[src/rtl/mem_stage_hs_if.sv]
// Data-memory req/ack bus used by mem_stage_hs.
// The master drives a request that is held until the slave answers with ack.
interface mem_stage_hs_if #(
    parameter int unsigned ADDR_W = 32
) ();
    logic              dmem_req;
    logic              dmem_we;
    logic [ADDR_W-1:0] dmem_addr;
    logic [31:0]       dmem_wdata;
    logic [3:0]        dmem_be;
    logic              dmem_ack;
    logic [31:0]       dmem_rdata;

    modport master (
        output dmem_req, dmem_we, dmem_addr, dmem_wdata, dmem_be,
        input  dmem_ack, dmem_rdata
    );

    modport slave (
        input  dmem_req, dmem_we, dmem_addr, dmem_wdata, dmem_be,
        output dmem_ack, dmem_rdata
    );
endinterface

[src/rtl/mem_stage_hs.sv]
// Handshaked MEM stage with built-in MEM/WB register, bus timeout and load/store lane handling.
// Define MEM_MISALIGN_TRAP_EN to trap misaligned accesses instead of force-aligning them.
module mem_stage_hs #(
    parameter int unsigned ADDR_W  = 32,
    parameter int unsigned TIMEOUT = 64
) (
    input  logic              i_clk,
    input  logic              i_rst,
    input  logic              i_en,
    input  logic              i_flush,
    input  logic              i_in_valid,
    input  logic [ADDR_W-1:0] i_alu_result,
    input  logic [31:0]       i_rs2_data,
    input  logic [4:0]        i_rd,
    input  logic              i_mem_read,
    input  logic              i_mem_write,
    input  logic [2:0]        i_load_type,
    input  logic [1:0]        i_store_type,
    input  logic              i_wb_reg_file,
    input  logic              i_memtoreg,
    mem_stage_hs_if.master    dmem,
    output logic              o_stall,
    output logic              o_wb_valid,
    output logic              o_wb_we,
    output logic [4:0]        o_wb_rd,
    output logic [31:0]       o_wb_data,
    output logic              o_misalign,
    output logic              o_bus_err
);

    typedef enum logic [1:0] {StIdle, StWait, StDone} state_e;

    state_e            r_state, w_state_nxt;
    logic [ADDR_W-1:0] r_addr;
    logic              r_we;
    logic [3:0]        r_be;
    logic [31:0]       r_wdata;
    logic [4:0]        r_rd;
    logic [2:0]        r_ld_type;
    logic              r_ld_wb;
    logic [7:0]        r_cnt;
    logic [31:0]       r_buf_data;
    logic              r_buf_we;
    logic              r_wb_valid, r_wb_we;
    logic [4:0]        r_wb_rd;
    logic [31:0]       r_wb_data;
    logic              r_misalign, r_bus_err;

    logic              w_is_mem, w_accept, w_trap, w_stall;
    logic              w_size_b, w_size_h, w_size_w;
    logic [ADDR_W-1:0] w_addr_fix;
    logic [3:0]        w_be;
    logic [31:0]       w_wdata, w_load_data;
    logic              w_ack, w_tmo;

    assign w_is_mem = i_mem_read | i_mem_write;
    assign w_accept = (r_state == StIdle) & i_in_valid & i_en & ~i_flush;

    assign w_size_b = i_mem_read ? (i_load_type == 3'b000 || i_load_type == 3'b011)
                                 : (i_store_type == 2'b00);
    assign w_size_h = i_mem_read ? (i_load_type == 3'b001 || i_load_type == 3'b100)
                                 : (i_store_type == 2'b01);
    assign w_size_w = ~w_size_b & ~w_size_h;

`ifdef MEM_MISALIGN_TRAP_EN
    assign w_trap = w_is_mem & ((w_size_h & i_alu_result[0]) |
                                (w_size_w & (|i_alu_result[1:0])));
`else
    assign w_trap = 1'b0;
`endif

    // Without trapping, offending low address bits are simply cleared.
    always_comb begin
        w_addr_fix = i_alu_result;
        if (w_size_h) w_addr_fix[0] = 1'b0;
        if (w_size_w) w_addr_fix[1:0] = 2'b00;
    end

    always_comb begin
        w_be    = 4'b1111;
        w_wdata = i_rs2_data;
        if (i_mem_write) begin
            case (i_store_type)
                2'b00: begin
                    w_be    = 4'b0001 << w_addr_fix[1:0];
                    w_wdata = {4{i_rs2_data[7:0]}};
                end
                2'b01: begin
                    w_be    = w_addr_fix[1] ? 4'b1100 : 4'b0011;
                    w_wdata = {2{i_rs2_data[15:0]}};
                end
                default: w_be = 4'b1111;
            endcase
        end
    end

    function automatic logic [31:0] f_load(input logic [31:0] word, input logic [1:0] ofs,
                                           input logic [2:0] ltype);
        logic [7:0]  b;
        logic [15:0] h;
        b = word[{ofs, 3'b000} +: 8];
        h = ofs[1] ? word[31:16] : word[15:0];
        case (ltype)
            3'b000:  return {{24{b[7]}}, b};
            3'b001:  return {{16{h[15]}}, h};
            3'b011:  return {24'h0, b};
            3'b100:  return {16'h0, h};
            default: return word;
        endcase
    endfunction

    assign w_load_data = f_load(dmem.dmem_rdata, r_addr[1:0], r_ld_type);
    assign w_ack       = (r_state == StWait) & dmem.dmem_ack;
    assign w_tmo       = (r_state == StWait) & ~dmem.dmem_ack & (r_cnt == 8'(TIMEOUT - 1));

    always_comb begin
        w_state_nxt = r_state;
        w_stall     = 1'b0;
        case (r_state)
            StIdle: begin
                if (w_accept && w_is_mem && !w_trap) begin
                    w_state_nxt = StWait;
                    w_stall     = 1'b1;
                end
            end
            StWait: begin
                if (w_ack) begin
                    w_state_nxt = i_en ? StIdle : StDone;
                end else if (w_tmo) begin
                    w_state_nxt = StIdle;
                end else begin
                    w_stall = 1'b1;
                end
            end
            StDone: begin
                w_stall = 1'b1;
                if (i_en) w_state_nxt = StIdle;
            end
            default: w_state_nxt = StIdle;
        endcase
    end

    always_ff @(posedge i_clk) begin
        if (i_rst) begin
            r_state    <= StIdle;
            r_addr     <= '0;
            r_we       <= 1'b0;
            r_be       <= 4'b0;
            r_wdata    <= 32'h0;
            r_rd       <= 5'h0;
            r_ld_type  <= 3'b0;
            r_ld_wb    <= 1'b0;
            r_cnt      <= 8'h0;
            r_buf_data <= 32'h0;
            r_buf_we   <= 1'b0;
            r_wb_valid <= 1'b0;
            r_wb_we    <= 1'b0;
            r_wb_rd    <= 5'h0;
            r_wb_data  <= 32'h0;
            r_misalign <= 1'b0;
            r_bus_err  <= 1'b0;
        end else begin
            r_state    <= w_state_nxt;
            r_misalign <= 1'b0;
            r_bus_err  <= 1'b0;
            case (r_state)
                StIdle: begin
                    if (w_accept) begin
                        if (w_is_mem && !w_trap) begin
                            r_addr     <= w_addr_fix;
                            r_we       <= i_mem_write;
                            r_be       <= w_be;
                            r_wdata    <= w_wdata;
                            r_rd       <= i_rd;
                            r_ld_type  <= i_load_type;
                            r_ld_wb    <= i_mem_read & i_wb_reg_file & i_memtoreg;
                            r_cnt      <= 8'h0;
                            r_wb_valid <= 1'b0;
                            r_wb_we    <= 1'b0;
                        end else begin
                            r_wb_valid <= 1'b1;
                            r_wb_rd    <= i_rd;
                            r_wb_we    <= w_trap ? 1'b0 : i_wb_reg_file;
                            r_wb_data  <= w_trap ? 32'h0 : 32'(i_alu_result);
                            r_misalign <= w_trap;
                        end
                    end else if (i_en) begin
                        r_wb_valid <= 1'b0;
                        r_wb_we    <= 1'b0;
                    end
                end
                StWait: begin
                    if (dmem.dmem_ack) begin
                        r_cnt <= 8'h0;
                        if (i_en) begin
                            r_wb_valid <= 1'b1;
                            r_wb_we    <= r_ld_wb;
                            r_wb_rd    <= r_rd;
                            r_wb_data  <= w_load_data;
                        end else begin
                            r_buf_data <= w_load_data;
                            r_buf_we   <= r_ld_wb;
                        end
                    end else if (w_tmo) begin
                        r_cnt      <= 8'h0;
                        r_bus_err  <= 1'b1;
                        r_wb_valid <= 1'b1;
                        r_wb_we    <= 1'b0;
                        r_wb_rd    <= r_rd;
                    end else begin
                        r_cnt <= r_cnt + 8'd1;
                    end
                end
                StDone: begin
                    if (i_en) begin
                        r_wb_valid <= 1'b1;
                        r_wb_we    <= r_buf_we;
                        r_wb_rd    <= r_rd;
                        r_wb_data  <= r_buf_data;
                    end
                end
                default: ;
            endcase
        end
    end

    assign dmem.dmem_req   = (r_state == StWait);
    assign dmem.dmem_we    = r_we;
    assign dmem.dmem_addr  = {r_addr[ADDR_W-1:2], 2'b00};
    assign dmem.dmem_wdata = r_wdata;
    assign dmem.dmem_be    = r_be;

    assign o_stall    = w_stall;
    assign o_wb_valid = r_wb_valid;
    assign o_wb_we    = r_wb_we;
    assign o_wb_rd    = r_wb_rd;
    assign o_wb_data  = r_wb_data;
    assign o_misalign = r_misalign;
    assign o_bus_err  = r_bus_err;

endmodule

[src/flat_wrapper.sv]
// flat-port wrapper written by rule: the top's interface ports become plain ports
module mem_stage_hs_flat 
#(
    parameter int unsigned ADDR_W  = 32,
    parameter int unsigned TIMEOUT = 64
)
  (i_clk, i_rst, i_en, i_flush, i_in_valid, i_alu_result, i_rs2_data, i_rd, i_mem_read, i_mem_write, i_load_type, i_store_type, i_wb_reg_file, i_memtoreg, o_stall, o_wb_valid, o_wb_we, o_wb_rd, o_wb_data, o_misalign, o_bus_err, dmem_dmem_req, dmem_dmem_we, dmem_dmem_addr, dmem_dmem_wdata, dmem_dmem_be, dmem_dmem_ack, dmem_dmem_rdata);
  mem_stage_hs_if #(.ADDR_W(ADDR_W)) dmem_i ();
  input  logic i_clk;
  input  logic i_rst;
  input  logic i_en;
  input  logic i_flush;
  input  logic i_in_valid;
  input  logic [ADDR_W-1:0] i_alu_result;
  input  logic [31:0] i_rs2_data;
  input  logic [4:0] i_rd;
  input  logic i_mem_read;
  input  logic i_mem_write;
  input  logic [2:0] i_load_type;
  input  logic [1:0] i_store_type;
  input  logic i_wb_reg_file;
  input  logic i_memtoreg;
  output logic o_stall;
  output logic o_wb_valid;
  output logic o_wb_we;
  output logic [4:0] o_wb_rd;
  output logic [31:0] o_wb_data;
  output logic o_misalign;
  output logic o_bus_err;
  output wire logic [$bits(dmem_i.dmem_req)-1:0] dmem_dmem_req;
  output wire logic [$bits(dmem_i.dmem_we)-1:0] dmem_dmem_we;
  output wire logic [$bits(dmem_i.dmem_addr)-1:0] dmem_dmem_addr;
  output wire logic [$bits(dmem_i.dmem_wdata)-1:0] dmem_dmem_wdata;
  output wire logic [$bits(dmem_i.dmem_be)-1:0] dmem_dmem_be;
  input wire logic [$bits(dmem_i.dmem_ack)-1:0] dmem_dmem_ack;
  input wire logic [$bits(dmem_i.dmem_rdata)-1:0] dmem_dmem_rdata;
  assign dmem_dmem_req = dmem_i.dmem_req;
  assign dmem_dmem_we = dmem_i.dmem_we;
  assign dmem_dmem_addr = dmem_i.dmem_addr;
  assign dmem_dmem_wdata = dmem_i.dmem_wdata;
  assign dmem_dmem_be = dmem_i.dmem_be;
  assign dmem_i.dmem_ack = dmem_dmem_ack;
  assign dmem_i.dmem_rdata = dmem_dmem_rdata;
  mem_stage_hs #(.ADDR_W(ADDR_W), .TIMEOUT(TIMEOUT)) u_core (.i_clk(i_clk), .i_rst(i_rst), .i_en(i_en), .i_flush(i_flush), .i_in_valid(i_in_valid), .i_alu_result(i_alu_result), .i_rs2_data(i_rs2_data), .i_rd(i_rd), .i_mem_read(i_mem_read), .i_mem_write(i_mem_write), .i_load_type(i_load_type), .i_store_type(i_store_type), .i_wb_reg_file(i_wb_reg_file), .i_memtoreg(i_memtoreg), .dmem(dmem_i), .o_stall(o_stall), .o_wb_valid(o_wb_valid), .o_wb_we(o_wb_we), .o_wb_rd(o_wb_rd), .o_wb_data(o_wb_data), .o_misalign(o_misalign), .o_bus_err(o_bus_err));
endmodule
[config.mk]
export PLATFORM = sky130hd
export DESIGN_NAME = mem_stage_hs_flat
export DESIGN_NICKNAME = d
export VERILOG_FILES = /design/src/rtl/mem_stage_hs_if.sv /design/src/rtl/mem_stage_hs.sv /design/src/flat_wrapper.sv
export SDC_FILE = /design/constraint.sdc
export NUM_CORES = 1
export LEC_CHECK = 0
export BUFFER_PORTS_ARGS = -buffer_cell sky130_fd_sc_hd__buf_2
export CAP_MARGIN = 20
export CORE_AREA = 2 2 164 102
export CTS_CLUSTER_DIAMETER = 100
export DETAILED_ROUTE_END_ITERATION = 12
export DIE_AREA = 0 0 166 104
export HOLD_SLACK_MARGIN = 0.03
export PLACE_DENSITY = 0.8
export SLEW_MARGIN = 30
export SYNTH_ARGS = -nofsm -noshare
export SYNTH_HDL_FRONTEND = slang
export SYNTH_SLANG_ARGS = --single-unit
[constraint.sdc]
create_clock -name i_clk -period 2.47 [get_ports i_clk]
set_input_delay 0.494 -clock i_clk [delete_from_list [all_inputs] [get_ports i_clk]]
set_output_delay 0.494 -clock i_clk [all_outputs]
set_load 0.005 [all_outputs]
==> results.yml <==
timing:
  drv_slew: 0
  skew_ps: 12.1
  max_freq_mhz: 416
  setup_viol: 0
  postLayoutSetupSlackWorst_ps: 68.2
  tightest_slew_ps: 769
  finalHoldViolations: 0
  fin_crit_ps: 2400
  fin_crit_sh: 0.972
  slew_headroom: 0.488
place:
  place.gp.congestion: 0.913
  io_buffers: 224
  place_hpwl_um: 19000
  placedCellCount: 1407
  dp_slack_ps: 3.51
cells_and_area:
  syn_to_final_growth_pct: 21.6
  finalNonFillerCells: 1442
  nets: 1341
  nFillCells: 1439
  seqCellArea_um2: 3230
  drive_above_1_share: 0.269
  multi_input_area_um2: 4380
run_status:
  status: "complete, no violations"
yosys:
  ys_types: 72
  synthArstFlopShare: 0
  ys_ff_latch: 161
  synth_edf_count: 0
  yosys.area.top_type_share: 0.395
  synth_area_per_cell_um2: 7.77
  synth_flop_cell: "dfxtp_1"
  ys_warn_count: 0
  synth_area_leaders: "dfxtp_1, nand2_1, nor2_1, a21oi_1, buf_4"
  syn_inst: 1051
  seq_area_frac_synth: 0.395
  synth_top_area_cell: "dfxtp_1"
  syn_area_um2: 8170
die:
  start_util: 0.517
  core_um2: 15800
  io_pins: 228
  std_cell_rows: 36
  die_w_um: 166
  die_y_um: 104
  dieArea_um2: 17300
routing:
  wl_um: 26300
  wl_per_cell_um: 18.3
  num_vias: 8478
  drtAntennaViolNets: 0
  drcViolationCount: 0
  viasPerCell: 5.88
  drtIter0Drc: 1157
  dr.pass1.iters: 5
global_routing:
  grt_max_degree: 71
  antenna_found_initial: 2
  overflow: 0
  grt_usage: 0.293
  grt_pass1_wl_um: 40500
  grt_pass1_vias: 7295
critical_path:
  startpoint_type: "register"
  cp-startpoint: "u_core.r_state[0]$_SDFFE_PP0P_"
  worst-endpoint-arrival_ps: 1910
  required_ps: 1980
  worstSetupPathType: "register to output port"
  crit_path_end_kind: "output port"
  cp_max_fo: 7
  r2r-start: "u_core.r_state[0]$_SDFFE_PP0P_"
pwr:
  switching_share: 0.326
  power.leakage_nw: 4.19
  intPower_w: 0.00493
  power_frac_seq: 0.404
  power_frac_clock: 0.341
  combPwrFrac: 0.256
  p_per_area_nw_per_um2: 737
  p_sw_w: 0.00239
  ir_drop_mv: 0.358
clocking:
  cts.clk_slew.worst_paths_ps: 70
  cts-buffers-inserted: 17
  cts_num_sinks: 161
  clockRootBuffer: "clkbuf_16"
  clk_latency_ps: 430
  h-tree-depth: 4
  cts_buffer_depth: 2
  cts_tree: "done"
hold_path:
  holdCritStartpoint: "i_alu_result[25]"
  min_path_type: "input pin to register"
job:
  cap_violations: 0
-- stage by stage --
stage	total power [W]	utilization	hold WS [ps]	setup TNS, ps	cell area (µm²)
final	0.00732	0.628	309	0	9930
after detailed placement	0.00482	0.588	445	0	9300
after global routing	0.00764	0.628	315	-1.01	9930
after global placement	0.00478	0.588	440	0	9300
after floorplan	0.00412	-	432	0	8180
after CTS	0.00728	0.625	307	0	9880
-- power by group through the flow --
stage                     sequential (W)  combinational, W  clock, W
after floorplan                  0.00300           0.00112         0
after global placement           0.00300           0.00178         0
after detailed placement         0.00301           0.00181         0
after CTS                        0.00295           0.00182   0.00251
after global routing             0.00298           0.00203   0.00264
final                            0.00295           0.00187   0.00250
-- layout make-up --
cell class	instances	area share
antenna	1	0.000252
clock buffer	19	0.0456
clock inverter	13	0.0105
inverter	8	0.00302
multi-input combinational	770	0.441
sequential	161	0.325
tap	209	0.0263
timing repair buffer	261	0.148
-- path summary, 6_finish.rpt --
check                                      endpoint  slack (ps)  depth (start not counted)
setup / recovery                            o_stall          70                          7
hold / removal       u_core.r_addr[25]$_SDFFE_PP0P_         310                          3
setup reg to reg  u_core.o_wb_data[12]$_SDFFE_PP0P_         180                          8
hold reg to reg      u_core.r_addr[17]$_SDFFE_PP0P_         450                          2
-- critical path, cell delays in order, from the launching register on --
cell and delay, ps:
dfxtp_1 340, inv_1 150, ha_4 190, nand4b_1 220
nor2_4 210, nor3_2 50, nor2_1 170, buf_2 150
-- synth_stat cells (all sizes together) (7+ instances only) --
cell     number
o221ai       17
nor2b        15
mux2i        24
nand3        28
or2           8
clkbuf       60
a311oi       16
a32oi         7
nand2       216
a211oi       32
nor3         41
buf          54
dfxtp       161
a32o          9
nand2b        7
inv           8
a221oi        7
o31a          7
o2111ai       7
o2bb2ai       8
nor2        129
a21oi        86
o21ai        34
-- cells by family (layout without fill, tap and decap cells) --
family,count (synthesis),count (layout),synth area share
AO/OA/AOI/OAI,265,265,0.230
XOR/XNOR,3,3,0.00322
adder cells (fa/ha/maj),6,6,0.00919
buffers and inverters,122,301,0.0769
flip-flops,161,161,0.395
multiplexers,29,29,0.0377
other,1,4,0.000459
AND/OR/NAND/NOR,464,464,0.248
-- layout by cell type, fill, tap and decap left out, types with 7 or more instances in the layout --
cell	count
a32o_1	9
nand3_1	27
a311oi_1	16
o2bb2ai_1	8
buf_2	223
nor2b_1	13
a32oi_1	7
buf_4	31
inv_1	7
o21ai_0	18
clkbuf_16	17
nand2_1	215
o21ai_1	16
mux2i_1	24
o2111ai_1	7
a21oi_1	86
o31a_1	7
nor3_1	37
dfxtp_1	158
nor2_1	126
a211oi_1	30
o221ai_1	17
-- registers in the layout (all words and copies together), names as in the netlist --
register                count
u_core.dmem.dmem_we         1
u_core.o_wb_valid           1
u_core.dmem.dmem_be         4
u_core.o_wb_we              1
u_core.r_buf_data          32
u_core.o_wb_rd              5
u_core.r_buf_we             1
u_core.r_ld_wb              1
u_core.r_addr              32
u_core.r_ld_type            3
u_core.o_bus_err            1
u_core.r_rd                 5
u_core.dmem.dmem_wdata     32
u_core.o_wb_data           32
u_core.r_cnt                8
u_core.r_state              2
-- routing by layer --
| layer | up-vias | wire, µm | track usage |
|---|---|---|---|
| li1 | 4012 | - | - |
| met1 | 3976 | 12100 | 0.438 |
| met2 | 454 | 10600 | 0.396 |
| met3 | 34 | 3250 | 0.0989 |
| met4 | 2 | 353 | 0.0814 |
| met5 | - | 13 | 0 |
-- what timing repair did --
action | CTS | global route
pin swaps | 1 | 4
resized for setup | 4 | 11
hold buffers | 0 | 0
endpoints found under the setup margin | 1 | 1
buffers inserted | 1 | 1
No activity file was read; power rests on OpenSTA's default activity.
